`config.mk`:
```
export PLATFORM = sky130hd
export DESIGN_NAME = prog_loader
export DESIGN_NICKNAME = d
export VERILOG_FILES = /design/src/rtl/prog_loader.sv
export SDC_FILE = /design/constraint.sdc
export NUM_CORES = 1
export LEC_CHECK = 0
export CELL_PAD_IN_SITES_DETAIL_PLACEMENT = 1
export CELL_PAD_IN_SITES_GLOBAL_PLACEMENT = 2
export CORE_ASPECT_RATIO = 0.8
export CORE_MARGIN = 8
export CORE_UTILIZATION = 40
export DETAILED_ROUTE_END_ITERATION = 10
export PLACE_DENSITY = 0.95
export SLEW_MARGIN = 40
export SYNTH_ARGS = -nofsm -noshare
export SYNTH_HDL_FRONTEND = slang
export SYNTH_SLANG_ARGS = --single-unit
export TNS_END_PERCENT = 100
```
`constraint.sdc`:
```
create_clock -name clk -period 5 [get_ports clk]
set_input_delay 1 -clock clk [delete_from_list [all_inputs] [get_ports clk]]
set_output_delay 1 -clock clk [all_outputs]
set_load 0.01 [all_outputs]
```
`src/rtl/prog_loader.sv`:
```
// prog_loader: byte-stream program loader for the CPU instruction memory.
// Stream is big-endian: a ceil(CNT_W/8)-byte word count N, then N 32-bit
// words sent MSB first. The CPU is held off (cpu_hold) until the image is in.
// Words whose index does not fit in INSTR_AW bits are consumed but not
// written, and they raise the sticky err flag.
// Optional build macro PROG_LOADER_CHECKSUM_EN: a trailing XOR checksum byte
// over the payload is expected after the last word (CHK state).
module prog_loader #(
  parameter int INSTR_AW = 10,
  parameter int CNT_W    = 16
) (
  input  logic                clk,
  input  logic                rst_n,
  input  logic                start,
  input  logic                in_valid,
  input  logic [7:0]          in_data,
  output logic                in_ready,
  output logic                imem_we,
  output logic [INSTR_AW-1:0] imem_addr,
  output logic [31:0]         imem_wdata,
  output logic                cpu_hold,
  output logic                done,
  output logic                err
);

  localparam int HDR_B = (CNT_W + 7) / 8;
  localparam int HDR_W = HDR_B * 8;

`ifdef PROG_LOADER_CHECKSUM_EN
  typedef enum logic [2:0] {LEN_HI, LEN_LO, DATA, WRITE, CHK, DONE} state_t;
`else
  typedef enum logic [2:0] {LEN_HI, LEN_LO, DATA, WRITE, DONE} state_t;
`endif

  state_t               state_q, state_d;
  logic [HDR_W-1:0]     hdr_q;
  logic [HDR_W-1:0]     hdr_next;
  logic [CNT_W-1:0]     n_cur, n_next;
  logic [7:0]           hcnt_q;
  logic [1:0]           bcnt_q;
  logic [31:0]          asm_q;
  logic [31:0]          word_next;
  logic [CNT_W-1:0]     idx_q;
  logic [INSTR_AW-1:0]  addr_q;
  logic [31:0]          wdata_q;
  logic                 err_q;
  logic                 accept;
  logic                 ovf;
  logic                 last_word;
`ifdef PROG_LOADER_CHECKSUM_EN
  logic [7:0]           csum_q;
`endif

  assign accept    = in_valid && in_ready;
  assign hdr_next  = (hdr_q << 8) | HDR_W'(in_data);
  assign n_next    = hdr_next[CNT_W-1:0];
  assign n_cur     = hdr_q[CNT_W-1:0];
  assign word_next = {asm_q[23:0], in_data};
  // An index with any bit at or above INSTR_AW has no memory slot.
  assign ovf       = (idx_q >> INSTR_AW) != '0;
  assign last_word = (idx_q + CNT_W'(1)) == n_cur;

  assign imem_addr  = addr_q;
  assign imem_wdata = wdata_q;
  assign err        = err_q;

  // State register.
  always_ff @(posedge clk or negedge rst_n) begin
    if (!rst_n) state_q <= LEN_HI;
    else        state_q <= state_d;
  end

  // Next-state decode and control outputs.
  always_comb begin
    state_d  = state_q;
    in_ready = 1'b0;
    imem_we  = 1'b0;
    cpu_hold = 1'b1;
    done     = 1'b0;
    case (state_q)
      LEN_HI, LEN_LO: begin
        in_ready = rst_n;
        if (accept) begin
          if (state_q == LEN_HI && HDR_B > 1) begin
            // Stay in LEN_HI until only the final header byte is left.
            if (hcnt_q == 8'(HDR_B - 2)) state_d = LEN_LO;
          end else if (n_next == '0) begin
`ifdef PROG_LOADER_CHECKSUM_EN
            state_d = CHK;
`else
            state_d = DONE;
`endif
          end else begin
            state_d = DATA;
          end
        end
      end
      DATA: begin
        in_ready = rst_n;
        if (accept && bcnt_q == 2'd3) state_d = WRITE;
      end
      WRITE: begin
        imem_we = !ovf;
        if (last_word) begin
`ifdef PROG_LOADER_CHECKSUM_EN
          state_d = CHK;
`else
          state_d = DONE;
`endif
        end else begin
          state_d = DATA;
        end
      end
`ifdef PROG_LOADER_CHECKSUM_EN
      CHK: begin
        in_ready = rst_n;
        if (accept) state_d = DONE;
      end
`endif
      DONE: begin
        cpu_hold = 1'b0;
        done     = 1'b1;
        if (start) state_d = LEN_HI;
      end
      default: state_d = LEN_HI;
    endcase
  end

  // Header capture, word assembly, write-port registers and error flag.
  always_ff @(posedge clk or negedge rst_n) begin
    if (!rst_n) begin
      hdr_q   <= '0;
      hcnt_q  <= '0;
      bcnt_q  <= '0;
      asm_q   <= '0;
      idx_q   <= '0;
      addr_q  <= '0;
      wdata_q <= '0;
      err_q   <= 1'b0;
`ifdef PROG_LOADER_CHECKSUM_EN
      csum_q  <= '0;
`endif
    end else begin
      case (state_q)
        LEN_HI, LEN_LO: begin
          if (accept) begin
            hdr_q  <= hdr_next;
            hcnt_q <= hcnt_q + 8'd1;
          end
        end
        DATA: begin
          if (accept) begin
            asm_q  <= word_next;
            bcnt_q <= bcnt_q + 2'd1;
`ifdef PROG_LOADER_CHECKSUM_EN
            csum_q <= csum_q ^ in_data;
`endif
            // Only in-range words update the write port, so the address
            // never wraps back onto an earlier word.
            if (bcnt_q == 2'd3 && !ovf) begin
              addr_q  <= INSTR_AW'(idx_q);
              wdata_q <= word_next;
            end
          end
        end
        WRITE: begin
          idx_q <= idx_q + CNT_W'(1);
          if (ovf) err_q <= 1'b1;
        end
`ifdef PROG_LOADER_CHECKSUM_EN
        CHK: begin
          if (accept && in_data != csum_q) err_q <= 1'b1;
        end
`endif
        DONE: begin
          if (start) begin
            err_q  <= 1'b0;
            idx_q  <= '0;
            hdr_q  <= '0;
            hcnt_q <= '0;
            bcnt_q <= '0;
`ifdef PROG_LOADER_CHECKSUM_EN
            csum_q <= '0;
`endif
          end
        end
        default: ;
      endcase
    end
  end

endmodule

```
==> reports/results.ini <==
[setup_path]
crit_fanout=20
r2r-start=idx_q[1]$_DFFE_PN0P_
worstSetupStartpoint=state_q[2]$_DFFE_PN0P_
path_class=register to output pin
crit_required_ps=4000
cp-end-kind=output pin
cp-start-kind=register
critPathArrivalTime_ps=2270

[yosys]
ys.warnings.count=0
synth.area.top_cells=dfrtp_1, mux2_2, mux2_1
yosysTopAreaCell=dfrtp_1
avgSynthCellArea_um2=11.2
synth_top_area_share_pct=52.9
yosysUniqueCellTypes=61
synth-edff-count=0
syn_inst=472
netlist_area_um2=5300
ys_seq_elements=112
async_reset_ff_share_pct=100
yosysSeqAreaShare_pct=52.9
synthFlopType=dfrtp_1
syn-num-nets=488

[route]
drc=0
drt_iter0_markers=227
postRouteAntennaNets=0
drt-total-wl_um=14000
drtPass1Iterations=4
viasPerCell=5.48
drt-wirelength-per-cell_um=20.3
num_vias=3790

[cells_and_area]
nets=527
diodes=0
fin_cells=691
final_common_cell=dfrtp_1
n_fill_cell=1364
syn2layout_area_growth_pct=18.1
drive_above_1_share_pct=15.1
final_cell_mix=dfrtp_1, nand2_1, clkdlybuf4s50_1

[power]
power.share.clock_pct=22.8
p_sw_mw=1.24
cellInternalPower_mw=2.11
power_density_nw_per_um2=536
swShare_pct=36.9
pwr-share-seq_pct=47.2
comb_power_share_pct=30.0
power_leakage_nw=2.79
ir_drop_mv=0.232

[sta]
final-setup-viol-count=0
finalCritPeriodShare_pct=65.4
maxSlewHeadroom_pct=51.0
whs_ps=484
worst_slew_pin_slew_ps=735
layout_min_cycle_time_ps=3270
fin_skew_ps=7.64
rsz0062_at_grt=no
tns_ps=0
max_freq_mhz=306
drv_slew=0
final-hold-violation-count=0

[clock_network]
hold_buffers=0
cts.sinks=112
root_buffer=clkbuf_16
clkTransAtPathRegs_ps=80
post_cts_buffers=0
cts.repair.resized=0
cts_buffers=9
cts_max_path_buffers=2
htreeDepth=3
cts_tree=built
insertion_delay_ps=350

[global_route]
grt-ovfl-total=0
grt_pass1_wl_um=23400
antenna_found_initial=0
grt_max_degree=82
grt_pass1_vias=4286
grt_usage_pct=17.4

[placed_design]
gp_congestion=0.798
dpl.hpwl_um=9710
port_buffers=58
post-place-cells=675

[floorplanning]
start_util_pct=41.0
die_area_um2=17200
fp.coreArea_um2=12900
io_pins=59
die_x_um=145
fp-row-count=37
dieHeight_um=119

[worst_hold_path]
min_from=asm_q[17]$_DFFE_PN0P_
hp-class=register to register

[status]
status=complete, no violations

[job]
max_cap_viol_count=0

-- power by group through the flow --
stage	Clock, mW	Combinational, mW	Sequential (mW)
final	0.763	1.01	1.58
after global routing	0.812	1.11	1.63
after CTS	0.782	1.02	1.58
after detailed placement	0	0.997	1.59
after global placement	0	0.919	1.56
after floorplan	0	0.767	1.43
-- cells in the mapped netlist (4+ instances only) --
cell type and number:
a21oi_1 9, buf_2 8, buf_6 6, clkbuf_1 14, dfrtp_1 112, ha_1 4
inv_1 6, mux2_1 29, mux2_2 38, nand2_1 58, nand3_1 14, nand4_1 12
nor2_1 29, nor4_1 6, o21ai_0 37, o31ai_1 8, xnor2_1 14, xor2_1 10
-- cell type report --
class / count / area [um^2] / share of cell area (%)
clock buffer: 10 / 239 / 3.82
clock inverter: 6 / 76.3 / 1.22
inverter: 6 / 22.5 / 0.360
multi-input combinational: 322 / 2300 / 36.7
sequential: 112 / 2800 / 44.8
tap: 175 / 219 / 3.50
timing repair buffer: 60 / 597 / 9.54
-- state kept, by name, indices dropped and copies added, names as in the netlist --
register / cells
idx_q: 16
bcnt_q: 2
hdr_q: 16
hcnt_q: 8
imem_wdata: 32
imem_addr: 10
state_q: 3
err: 1
asm_q: 24
-- per-stage QoR --
stage / worst slack (ps) / utilization, % / instance area (um^2) / power (mW)
6_report: 1730 / 48.4 / 6250 / 3.35
4_1_cts: 1720 / 48.4 / 6250 / 3.39
3_3_place_gp: 1430 / 45.8 / 5920 / 2.48
2_1_floorplan: 2520 / - / 5300 / 2.19
5_1_grt: 1630 / 48.4 / 6250 / 3.56
3_5_place_dp: 1580 / 46.0 / 5940 / 2.59
-- final timing paths --
check                           cells past startpoint  slack (ps)                         end
worst max register to register                      8        2230      state_q[1]$_DFFE_PN0P_
worst min register to register                      1         480  imem_wdata[25]$_DFFE_PN0P_
worst min-delay path                                1         480  imem_wdata[25]$_DFFE_PN0P_
max in group asynchronous                           2        3320       idx_q[15]$_DFFE_PN0P_
worst max-delay path                                4        1730                        done
min in group asynchronous                           1         610       idx_q[11]$_DFFE_PN0P_
-- metal layers --
metal | track usage [%] | vias up | routed length (um)
li1 | - | 1737 | -
met1 | 20.9 | 1954 | 5830
met2 | 29.7 | 76 | 7310
met3 | 3.67 | 23 | 525
met4 | 7.01 | 0 | 345
met5 | 0 | - | 0
-- logic make-up after synthesis --
kind of cell    after synthesis  share of synthesized area, %
flops                       112                          52.9
mux                          68                          14.4
simple gates                153                          15.2
compound gates               73                          8.62
xor+xnor                     24                          3.97
fa+ha+maj                     4                         0.945
buf+inv                      38                          3.94
-- critical path, cell delays in order (launching register included) --
cell             delay [ps]
dfrtp_1                 540
nand2b_1                150
or2_2                   490
inv_1                   170
clkdlybuf4s50_1         560
Note: power is estimated with default switching activity, not from simulation.
